### config.mk
export PLATFORM = sky130hd
export DESIGN_NAME = vga_sync_controller
export DESIGN_NICKNAME = d
export VERILOG_FILES = /design/src/rtl/vga_sync_controller_pkg.sv /design/src/rtl/vga_sync_controller_pixel_tick.sv /design/src/rtl/vga_sync_controller.sv
export SDC_FILE = /design/constraint.sdc
export NUM_CORES = 1
export LEC_CHECK = 0
export ABC_AREA = 1
export CORE_ASPECT_RATIO = 1.5
export CORE_MARGIN = 5
export CORE_UTILIZATION = 48
export DETAILED_ROUTE_END_ITERATION = 8
export PLACE_DENSITY = 0.85
export SYNTH_ARGS = -nofsm -noshare
export SYNTH_HDL_FRONTEND = slang
export SYNTH_HIERARCHICAL = 1
export SYNTH_SLANG_ARGS = --single-unit
### constraint.sdc
create_clock -name clk_100MHz -period 1.8 [get_ports clk_100MHz]
set_input_delay 0.45 -clock clk_100MHz [delete_from_list [all_inputs] [get_ports clk_100MHz]]
set_output_delay 0.45 -clock clk_100MHz [all_outputs]
set_load 0.005 [all_outputs]
### src/rtl/vga_sync_controller_pkg.sv
// Shared 640x480@60Hz VGA timing constants and a small window-compare helper
// used by the sync controller and downstream pixel stages.
package vga_sync_controller_pkg;

    localparam int CNT_W   = 10;
    localparam int DIV_DEF = 4;

    localparam int H_DISP_DEF  = 640;
    localparam int H_FRONT_DEF = 16;
    localparam int H_SYNC_DEF  = 96;
    localparam int H_BACK_DEF  = 48;

    localparam int V_DISP_DEF  = 480;
    localparam int V_FRONT_DEF = 10;
    localparam int V_SYNC_DEF  = 2;
    localparam int V_BACK_DEF  = 33;

    // True when pos lies in the inclusive window [first, last].
    function automatic logic in_window(input logic [CNT_W-1:0] pos,
                                       input int first, input int last);
        return (int'(pos) >= first) && (int'(pos) <= last);
    endfunction

endpackage

### src/rtl/vga_sync_controller_pixel_tick.sv
// Pixel-rate enable: divides the system clock by DIV, asserting en for one
// clock at the end of every DIV-clock period.
module vga_pixel_tick #(
    parameter int DIV = 4
) (
    input  logic clk,
    input  logic reset_n,
    output logic en
);

    localparam int CW = $clog2(DIV);
    localparam logic [CW-1:0] LAST = CW'(DIV - 1);

    logic [CW-1:0] div_cnt;

    always_ff @(posedge clk or negedge reset_n) begin
        if (!reset_n) begin
            div_cnt <= '0;
        end else if (div_cnt == LAST) begin
            div_cnt <= '0;
        end else begin
            div_cnt <= div_cnt + 1'b1;
        end
    end

    assign en = (div_cnt == LAST);

endmodule

### src/rtl/vga_sync_controller.sv
// VGA timing generator: pixel/line counters plus registered sync, video_on
// and tick outputs, all updated together on each pixel-rate enable.
module vga_sync_controller
    import vga_sync_controller_pkg::*;
#(
    parameter int DIV = DIV_DEF,
    parameter int HD  = H_DISP_DEF,
    parameter int HF  = H_FRONT_DEF,
    parameter int HS  = H_SYNC_DEF,
    parameter int HB  = H_BACK_DEF,
    parameter int VD  = V_DISP_DEF,
    parameter int VF  = V_FRONT_DEF,
    parameter int VS  = V_SYNC_DEF,
    parameter int VB  = V_BACK_DEF
) (
    input  logic             clk_100MHz,
    input  logic             reset_n,
    output logic             p_tick,
    output logic             frame_tick,
    output logic             hsync,
    output logic             vsync,
    output logic             video_on,
    output logic [CNT_W-1:0] x,
    output logic [CNT_W-1:0] y
);

    localparam int H_TOTAL      = HD + HF + HS + HB;
    localparam int V_TOTAL      = VD + VF + VS + VB;
    localparam int H_SYNC_FIRST = HD + HF;
    localparam int H_SYNC_LAST  = HD + HF + HS - 1;
    localparam int V_SYNC_FIRST = VD + VF;
    localparam int V_SYNC_LAST  = VD + VF + VS - 1;

    localparam logic [CNT_W-1:0] X_LAST = CNT_W'(H_TOTAL - 1);
    localparam logic [CNT_W-1:0] Y_LAST = CNT_W'(V_TOTAL - 1);

    logic             en;
    logic [CNT_W-1:0] x_next;
    logic [CNT_W-1:0] y_next;

    vga_pixel_tick #(.DIV(DIV)) u_pixel_tick (
        .clk     (clk_100MHz),
        .reset_n (reset_n),
        .en      (en)
    );

    always_comb begin
        x_next = x;
        y_next = y;
        if (en) begin
            if (x == X_LAST) begin
                x_next = '0;
                y_next = (y == Y_LAST) ? '0 : y + 1'b1;
            end else begin
                x_next = x + 1'b1;
            end
        end
    end

    // Parked on the last position so the first enable lands on (0,0).
    always_ff @(posedge clk_100MHz or negedge reset_n) begin
        if (!reset_n) begin
            x <= X_LAST;
            y <= Y_LAST;
        end else begin
            x <= x_next;
            y <= y_next;
        end
    end

    // Decoded from the next position so these stay aligned with x/y.
    always_ff @(posedge clk_100MHz or negedge reset_n) begin
        if (!reset_n) begin
            hsync    <= 1'b1;
            vsync    <= 1'b1;
            video_on <= 1'b0;
        end else if (en) begin
            hsync    <= !in_window(x_next, H_SYNC_FIRST, H_SYNC_LAST);
            vsync    <= !in_window(y_next, V_SYNC_FIRST, V_SYNC_LAST);
            video_on <= (int'(x_next) < HD) && (int'(y_next) < VD);
        end
    end

    always_ff @(posedge clk_100MHz or negedge reset_n) begin
        if (!reset_n) begin
            p_tick     <= 1'b0;
            frame_tick <= 1'b0;
        end else begin
            p_tick     <= en;
            frame_tick <= en && (x_next == '0) && (y_next == '0);
        end
    end

endmodule

==> metrics.cfg <==
[run_status]
status = finished, violations left
failed_checks = negative setup slack

[synthesis]
synth_most_common_cell = nand2_1
syn_area_per_cell_um2 = 6.785
ys_async_sr_fraction = 1.000
synth_edf_count = 0
synth_nets = 264
synthFlopType = dfrtp_1
synth_cell_types = 24
synth_commonest_cells = nand2_1 (79), inv_1 (49), nor2_1 (31), nand3_1 (26), dfrtp_1 (15)
synth_top_area_frac = 0.2144
yosysWarnings = 6
syn_inst = 258
synth_area_leaders = dfrtp_1 (21%), dfstp_2 (18%), nand2_1 (17%)
synth_seq_area_share = 0.3946
syn-cell-area_um2 = 1750
synth.largest_area_cell = dfrtp_1
ys_ff_latch = 27

[layout]
diodes = 0
area_growth_pct = 47.89
multi_input_area_um2 = 934.6
seqCellArea_um2 = 691.9
drive_above_1_share = 0.3205
final_nets = 344
fill_cells = 287

[route]
routed_via_density = 5.055
wl_per_cell_um = 13.47
vias = 1921
drtIter0Drc = 70
ant_nets = 0
drc = 0
drt_first_pass_iters = 4
wirelength_mm = 5.120

[floorplan]
die_y_um = 83.96
fp-row-count = 27
dieArea_um2 = 4979
core_area_um2 = 3615
ios = 27
die-width_um = 59.31
start_util = 0.4843

[sta]
worst_slack_ps = -130.5
fin_hold_ws_ps = 431.2
max_freq_mhz = 518.0
slew_headroom = 0.7653
fin_crit_ps = 1930
fin_tns_setup_ps = -457.1
finClkSkew_ps = 5.927
hold_viol = 0
tightest_slew_ps = 349.6
setup_viol = 5
rsz0062_at_grt = true
min_period_over_period = 1.072
drv_slew = 0

[global_route]
grt_overflow = 0
grt_max_degree = 28
antenna_found_initial = 0
grt_pass1_wl_mm = 8.680
grt_use_total = 0.2234
grt_pass1_vias = 1990

[power]
leakage_uw = 0.001400
design_power_total_uw = 972.3
power.density_nw_per_um2 = 375.6
ir_drop_mv = 0.4405

[cts]
cts_buffer_depth = 2
cts.sinks = 27
hold_buffers = 0
cts_tree = yes
htreeDepth = 1
cts.clk_slew.worst_paths_ps = 90
root_buffer = clkbuf_8
cts_buffers = 3
clk-insertion-delay-late_ps = 280

[worst_setup_path]
critPathKind = reg -> reg
cp-end-kind = flip-flop
cp.required_ps = 2010
arrival_ps = 2150
startpoint_type = flip-flop
crit_path_max_fanout = 7

[worst_hold_path]
hold_class = reg -> reg

[placement]
dp_hpwl_mm = 3.843
gp_congestion = 0.9196
portBuffers = 26

[flow_run]
max_cap_viol_count = 0

[cell families after synthesis]
group	share of synthesized area
flip-flops	0.3946
XOR/XNOR	0.01501
buffers and inverters	0.1251
adder cells (fa/ha/maj)	0.02859
AO/OA/AOI/OAI	0.03288
AND/OR/NAND/NOR	0.4038
[layout make-up]
class | count | area share
inverter | 50 | 0.07250
clock buffer | 4 | 0.01740
tap | 43 | 0.02078
multi-input combinational | 176 | 0.3610
timing repair buffer | 80 | 0.2610
sequential | 27 | 0.2673
[final timing paths]
path,from,end,slack (ps),cells past startpoint
setup / recovery,x[1]$_DFF_PN1_,frame_tick$_DFF_PN0_,-130,12
hold / removal,u_pixel_tick/div_cnt[0]$_DFF_PN0_,u_pixel_tick/div_cnt[0]$_DFF_PN0_,430,1
setup reg to reg,x[1]$_DFF_PN1_,frame_tick$_DFF_PN0_,-130,12
hold reg to reg,u_pixel_tick/div_cnt[0]$_DFF_PN0_,u_pixel_tick/div_cnt[0]$_DFF_PN0_,430,1
max in group asynchronous,reset_n,x[3]$_DFF_PN1_,950,2
min in group asynchronous,reset_n,x[6]$_DFF_PN0_,540,2
[flip-flops by register name (all words and copies together) (netlist names)]
name / cells
x: 10
y: 10
u_pixel_tick/div_cnt: 2
frame_tick: 1
hsync: 1
p_tick: 1
video_on: 1
vsync: 1
[layout by cell type (no fill, tap or decap), types with 2 or more instances in the layout]
cell type        count
dfrtp_1             14
nand4_1             12
ha_1                 2
dlygate4sd2_1       12
clkdlybuf4s50_1     13
inv_2                4
nor2_2               7
buf_4               48
nand2_2             13
nand3_1             23
nor2_1              25
o21bai_1             2
o21ai_0              3
nand3_2              5
xor2_1               2
o21ai_1              2
buf_6                6
nor2_4               4
inv_1               46
clkbuf_8             3
dfstp_2             12
nand2_1             67
[report_power, final]
group          internal (uW)  switching, uW  total (uW)  leakage [uW]
Clock                    159            190         349     0.0000228
Combinational           3.31           12.0        15.3       0.00105
Sequential               608              0         608      0.000323
[routing by layer]
layer / GRT usage / wire (um) / up-vias
met5: 0 / 0 / -
met4: 0.1340 / 197 / 0
met3: 0.02322 / 167 / 17
met2: 0.3970 / 2864 / 65
met1: 0.2400 / 1891 / 893
li1: - / - / 946
[what timing repair did]
action                                  4_1_cts  5_1_grt
endpoints found under the hold margin         0        0
pin swaps                                    12        8
resized for setup                            28       22
buffers inserted                              3        3
endpoints found under the setup margin       18       13
[critical path, stage by stage (launching register included)]
cell and delay (ps):
dfstp_2 570, ha_4 170, inv_2 40, nor2_2 80, nand3_2 90, nor2_4 170
buf_6 140, nand4_1 100, nand2_2 130, nand2_1 70, nor2_1 120, nand3_1 90
nor2_1 100
[through the flow]
stage | util | cell area (um2) | setup WS (ps) | instances
6_report | 0.7162 | 2589 | -130.5 | 380
4_1_cts | 0.6957 | 2515 | -149.3 | 377
2_1_floorplan | - | 1763 | 4.323 | 258
3_5_place_dp | 0.6656 | 2406 | -154.3 | 370
3_3_place_gp | 0.6656 | 2406 | -75.07 | 370
5_1_grt | 0.7162 | 2589 | -296.8 | 380
Note: power is estimated with default switching activity, not from simulation.
